`src/rtl/spi_resp_tx_if.sv`:
```
// Bundle of the chip-select, load and status signals around the SPI response transmitter.
// The master side is the game logic / MCU model; the slave side is the transmitter.
interface spi_resp_tx_if #(
    parameter int NBYTES = 2
);
    logic                  cs;
    logic                  load;
    logic [8*NBYTES-1:0]   din;
    logic                  sdo;
    logic                  armed;
    logic                  busy;
    logic                  sent;
    logic                  overrun;

    modport master (
        output cs, load, din,
        input  sdo, armed, busy, sent, overrun
    );

    modport slave (
        input  cs, load, din,
        output sdo, armed, busy, sent, overrun
    );
endinterface

```
`src/rtl/spi_resp_tx.sv`:
```
// SPI mode-1 peripheral transmitter: frames a buffered payload as HEADER, payload, XOR checksum
// and shifts it MSB-first on sdo during a cs-low window, all on rising sck.
module spi_resp_tx #(
    parameter int          NBYTES = 2,
    parameter logic [7:0]  HEADER = 8'hA5
) (
    input  logic           sck,
    input  logic           reset,
    spi_resp_tx_if.slave   bus
);
    localparam int PAY_W      = 8 * NBYTES;
    localparam int FRAME_BITS = 8 * (NBYTES + 2);
    localparam int CNT_W      = $clog2(FRAME_BITS);
    localparam logic [CNT_W-1:0] LAST = CNT_W'(FRAME_BITS - 1);

    typedef enum logic [1:0] {
        ST_IDLE,
        ST_ARMED,
        ST_SHIFT
    } state_t;

    state_t             state_q, state_d;
    logic [PAY_W-1:0]   buf_q, buf_d;
    logic [7:0]         chk_q, chk_d;
    logic [CNT_W-1:0]   cnt_q, cnt_d;
    logic               sdo_q, sdo_d;
    logic               armed_q, armed_d;
    logic               busy_q, busy_d;
    logic               sent_q, sent_d;
    logic               overrun_q, overrun_d;

    logic [FRAME_BITS-1:0] frame;
    logic [CNT_W-1:0]      cnt_nxt;

    function automatic logic [7:0] xor_bytes(input logic [PAY_W-1:0] p);
        logic [7:0] acc;
        acc = 8'h00;
        for (int i = 0; i < NBYTES; i++) begin
            acc = acc ^ p[8*i +: 8];
        end
        return acc;
    endfunction

    // Frame bit k lives at index LAST-k, so bit 0 is HEADER[7].
    assign frame   = {HEADER, buf_q, chk_q};
    assign cnt_nxt = cnt_q + CNT_W'(1);

    always_comb begin
        state_d   = state_q;
        buf_d     = buf_q;
        chk_d     = chk_q;
        cnt_d     = cnt_q;
        sdo_d     = 1'b0;
        sent_d    = 1'b0;
        overrun_d = overrun_q;

        case (state_q)
            ST_IDLE: begin
                if (bus.load) begin
                    if (bus.cs) begin
                        buf_d   = bus.din;
                        chk_d   = xor_bytes(bus.din);
                        state_d = ST_ARMED;
                    end else begin
                        overrun_d = 1'b1;
                    end
                end
            end
            ST_ARMED: begin
                if (bus.load) begin
                    if (bus.cs) begin
                        buf_d = bus.din;
                        chk_d = xor_bytes(bus.din);
                    end else begin
                        overrun_d = 1'b1;
                    end
                end
                if (!bus.cs) begin
                    state_d = ST_SHIFT;
                    cnt_d   = '0;
                    sdo_d   = frame[LAST];
                end
            end
            ST_SHIFT: begin
                if (bus.load) begin
                    overrun_d = 1'b1;
                end
                if (bus.cs) begin
                    // Aborted window: keep the buffer so the next window restarts the frame.
                    state_d = ST_ARMED;
                    cnt_d   = '0;
                end else begin
                    cnt_d = cnt_nxt;
                    sdo_d = frame[LAST - cnt_nxt];
                    if (cnt_nxt == LAST) begin
                        state_d = ST_IDLE;
                        sent_d  = 1'b1;
                        buf_d   = '0;
                        chk_d   = 8'h00;
                    end
                end
            end
            default: begin
                state_d = ST_IDLE;
            end
        endcase

        armed_d = (state_d == ST_ARMED);
        busy_d  = (state_d == ST_SHIFT);
    end

    always_ff @(posedge sck) begin
        if (reset) begin
            state_q   <= ST_IDLE;
            buf_q     <= '0;
            chk_q     <= 8'h00;
            cnt_q     <= '0;
            sdo_q     <= 1'b0;
            armed_q   <= 1'b0;
            busy_q    <= 1'b0;
            sent_q    <= 1'b0;
            overrun_q <= 1'b0;
        end else begin
            state_q   <= state_d;
            buf_q     <= buf_d;
            chk_q     <= chk_d;
            cnt_q     <= cnt_d;
            sdo_q     <= sdo_d;
            armed_q   <= armed_d;
            busy_q    <= busy_d;
            sent_q    <= sent_d;
            overrun_q <= overrun_d;
        end
    end

    assign bus.sdo     = sdo_q;
    assign bus.armed   = armed_q;
    assign bus.busy    = busy_q;
    assign bus.sent    = sent_q;
    assign bus.overrun = overrun_q;
endmodule
```
`src/flat_wrapper.sv`:
```
// flat-port wrapper written by rule: the top's interface ports become plain ports
module spi_resp_tx_flat 
#(
    parameter int          NBYTES = 2,
    parameter logic [7:0]  HEADER = 8'hA5
)
  (sck, reset, bus_cs, bus_load, bus_din, bus_sdo, bus_armed, bus_busy, bus_sent, bus_overrun);
  spi_resp_tx_if #(.NBYTES(NBYTES)) bus_i ();
  input  logic sck;
  input  logic reset;
  input wire logic [$bits(bus_i.cs)-1:0] bus_cs;
  input wire logic [$bits(bus_i.load)-1:0] bus_load;
  input wire logic [$bits(bus_i.din)-1:0] bus_din;
  output wire logic [$bits(bus_i.sdo)-1:0] bus_sdo;
  output wire logic [$bits(bus_i.armed)-1:0] bus_armed;
  output wire logic [$bits(bus_i.busy)-1:0] bus_busy;
  output wire logic [$bits(bus_i.sent)-1:0] bus_sent;
  output wire logic [$bits(bus_i.overrun)-1:0] bus_overrun;
  assign bus_i.cs = bus_cs;
  assign bus_i.load = bus_load;
  assign bus_i.din = bus_din;
  assign bus_sdo = bus_i.sdo;
  assign bus_armed = bus_i.armed;
  assign bus_busy = bus_i.busy;
  assign bus_sent = bus_i.sent;
  assign bus_overrun = bus_i.overrun;
  spi_resp_tx #(.NBYTES(NBYTES), .HEADER(HEADER)) u_core (.sck(sck), .reset(reset), .bus(bus_i));
endmodule
```
`config.mk`:
```
export PLATFORM = sky130hd
export DESIGN_NAME = spi_resp_tx_flat
export DESIGN_NICKNAME = d
export VERILOG_FILES = /design/src/rtl/spi_resp_tx_if.sv /design/src/rtl/spi_resp_tx.sv /design/src/flat_wrapper.sv
export SDC_FILE = /design/constraint.sdc
export NUM_CORES = 1
export LEC_CHECK = 0
export CAP_MARGIN = 20
export CELL_PAD_IN_SITES_DETAIL_PLACEMENT = 1
export CELL_PAD_IN_SITES_GLOBAL_PLACEMENT = 2
export CORE_MARGIN = 4
export CORE_UTILIZATION = 34
export CTS_BUF_LIST = sky130_fd_sc_hd__clkbuf_8 sky130_fd_sc_hd__clkbuf_16
export DETAILED_ROUTE_END_ITERATION = 12
export PLACE_DENSITY = 0.79
export SYNTH_ARGS = -nofsm -noshare
export SYNTH_HDL_FRONTEND = slang
export SYNTH_SLANG_ARGS = --single-unit
```
`constraint.sdc`:
```
create_clock -name sck -period 2.6 [get_ports sck]
set_input_delay 0.78 -clock sck [delete_from_list [all_inputs] [get_ports sck]]
set_output_delay 0.78 -clock sck [all_outputs]
set_load 0.005 [all_outputs]
```
==> impl_results.md <==
- Top FF cell, synth: dfxtp_1
- Fraction of registers with async set/reset: 0%
- Post-CTS Resized: 0
- Worst IR Drop VDD: 0.0002801 V
- Hold_buf cts: 0
- DR pass1 iterations: 4
- Placeable Area: 4755 um2
- Worst min path class: reg2reg
- Number of clock sinks: 36
- Final net count: 220
- Syn nets: 189
- Worst-Margin Slew: 0.3879 ns
- Delay-heaviest family, CP: adder cells
- Clock skew: 0.005279 ns
- IO Port Bufs: 24
- Worst Path Required: 2.75 ns
- Via count: 1346
- Fmax: 0.4572 GHz
- R2R Setup Slk: 0.41 ns
- Die width: 78.41 um
- Psw: 0.0003147 W
- Total GRT Usage: 14.90%
- Final ANT Viol Nets: 0
- CTS Root Cell: clkbuf_8
- CP Data Arrival Time: 2.34 ns
- Post-synth EDFFs: 0
- Int Pwr: 0.0008885 W
- Sequential area share after synthesis: 42.76%
- Fill count: 537
- CP peak stage delay: 0.50 ns
- Yosys reg bits: 36
- CTS Buf Count: 5
- CP max FO: 7
- First-pass GRT wire length: 7231 um
- Critical path's slowest cell: ha_1
- WS Path Type: reg2reg
- Setup_tns: 0 ns
- Die Area: 6147 um2
- Tmin final: 2.187 ns
- DR WL/cell: 15.95 um
- CTS tree: built
- Pwr per Cell Area: 561.7 nW/um2
- Die Height: 78.41 um
- Hold Violations, Final: 0
- Finished Core Util: 45.05%
- Syn Area/Cell: 10.40 um2
- Worst-skew pair later-pin latency: 0.28 ns
- Largest net degree at the start of global routing: 25
- DP HPWL: 3243 um
- Clock Path Buffers: 2
- Row cnt: 25
- Sequential power share: 51.6%
- Gate power share: 16.8%
- Period utilization: 84.13%
- Total gr overflow: 0
- Ranking of synthesized cells by area: dfxtp_1 43%, a22o_1 12%, mux4_2 8.0%
- Synth unique cells: 33
- Placer Congestion: 0.7892
- Worst setup SP type: flip-flop
- H-tree depth: 2
- Yosys Warn Count: 0
- Layout cells sized above 1: 13.40%
- Netlist Area Pre-Place: 1685 um2
- Final setup margin: 0.4125 ns
- Max Cap Violations: 0
- Total Routed Length: 4163 um
- DRC Markers: 0
- Leakage Power: 0.8320 nW
- Violation count after the first detailed-route iteration: 47
- Diode count: 0
- Number of antenna violations at the first check in global routing: 0
- Pre-CTS setup slack: -0.05740 ns
- Finish-stage setup viols: 0
- Top-area cell type share of the netlist area: 42.76%
- Crit. End Element: flip-flop
- FF/Latch Area: 720.7 um2
- I/O pin count: 25
- Worst-path cell chain: inv_1 -> ha_1 -> mux4_2 -> and2_1 -> a2111oi_0 -> a211oi_1
- Clock share of power: 31.6%
- Hold_ws: 0.4826 ns
- Switching share of power: 26.15%
- Run status: completed
- Multi-input logic area: 905.9 um2
- Syn Inst Count: 162
- WP buf/inv: 1
- Area growth, synth to finish: 27.10%
- Synth area leader: dfxtp_1
- Pins over their slew limit: 0
- Initial Util: 35.45%
- Vias in the first global route: 1446
- RSZ-0062 raised after global routing: no
- Postcts setup bufs: 0
- CTS clk-pin slew, worst paths: 0.07 ns
- Avg Vias per Cell: 5.157
- Slew HR: 73.47%
-- layer usage --
metal	part of all wire [%]	vias to the layer above	GRT usage (%)
met1	49	662	20.71
met2	47	21	23.03
met3	2.8	4	3.555
met5	0	-	0
li1	-	659	-
met4	0.96	0	4.196
-- cell usage after synthesis (2+ instances only) --
| cell type | number |
|---|---|
| dfxtp_1 | 36 |
| a22o_1 | 24 |
| nor2_1 | 13 |
| xor2_1 | 11 |
| a21oi_1 | 9 |
| nand2_1 | 8 |
| ha_1 | 7 |
| inv_1 | 7 |
| buf_2 | 6 |
| mux4_2 | 6 |
| o21ai_0 | 4 |
| a22oi_1 | 3 |
| nand3_1 | 3 |
| a21o_1 | 2 |
| and2_1 | 2 |
| clkbuf_1 | 2 |
| nor3_1 | 2 |
| xnor2_1 | 2 |
-- cell usage in the layout, fill, tap and decap left out, types with 2 or more instances in the layout --
master            n
a22oi_1           3
a21o_1            2
nand3_1           3
nor2_1           13
and2_1            2
xor2_1           11
mux4_2            6
nor3_1            2
o21ai_0           4
clkdlybuf4s50_1  24
nand2_1           8
dfxtp_1          36
inv_1             9
a21oi_1           9
buf_4             6
clkbuf_8          5
a22o_1           24
xnor2_1           2
ha_1              7
-- power by group through the flow --
stage               clock (W)  sequential (W)  combinational, W
floorplan                   0        0.000623          0.000121
global placement            0        0.000629          0.000190
detailed placement          0        0.000633          0.000198
CTS                  0.000395        0.000620          0.000198
global route         0.000422        0.000626          0.000221
finish               0.000380        0.000621          0.000202
-- final timing paths --
path | end | depth (start not counted) | start
setup reg to reg | u_core.bus.sdo$_SDFF_PP0_ | 6 | u_core.cnt_q[0]$_SDFFE_PP0P_
hold reg to reg | u_core.buf_q[10]$_SDFFE_PP0P_ | 1 | u_core.buf_q[10]$_SDFFE_PP0P_
setup / recovery | u_core.bus.sdo$_SDFF_PP0_ | 6 | u_core.cnt_q[0]$_SDFFE_PP0P_
hold / removal | u_core.buf_q[10]$_SDFFE_PP0P_ | 1 | u_core.buf_q[10]$_SDFFE_PP0P_
-- area by class of cell --
cell class	instances	area share, %
tap	67	3.914
sequential	36	33.64
clock inverter	3	0.7593
clock buffer	5	3.213
multi-input combinational	111	42.29
timing repair buffer	32	14.95
inverter	7	1.227
-- registers in the layout, indices dropped and copies added (netlist names) --
name,count
u_core.bus.sent,1
u_core.buf_q,16
u_core.bus.overrun,1
u_core.state_q,2
u_core.chk_q,8
u_core.bus.armed,1
u_core.bus.busy,1
u_core.bus.sdo,1
u_core.cnt_q,5
-- per-stage QoR --
step / power (W) / cell area (um2) / std cells
detailed placement: 0.0008307 / 2042 / 252
floorplan: 0.0007432 / 1685 / 162
global route: 0.001270 / 2142 / 261
finish: 0.001203 / 2142 / 261
global placement: 0.0008186 / 2042 / 252
CTS: 0.001214 / 2127 / 260
-- cell families (layout without fill, tap and decap cells) --
group	Yosys count	in the layout	synth area share [%]
xor gates and xnor gates	13	13	6.756
and+or+nand+nor	33	33	9.132
buffers and inverters	15	47	3.787
DFF	36	36	42.76
muxes	7	7	8.686
AOI/OAI and AO/OA	51	51	23.68
adders and majority gates	7	7	5.196
-- worst reg2reg max path, delay by kind of cell (launching register included) --
family / cells / cell delay [ns]
AOI/OAI and AO/OA: 2 / 0.49
adders and majority gates: 1 / 0.50
buffers and inverters: 1 / 0.11
DFF: 1 / 0.43
muxes: 1 / 0.36
and+or+nand+nor: 1 / 0.17
Note: power is estimated with default switching activity, not from simulation.
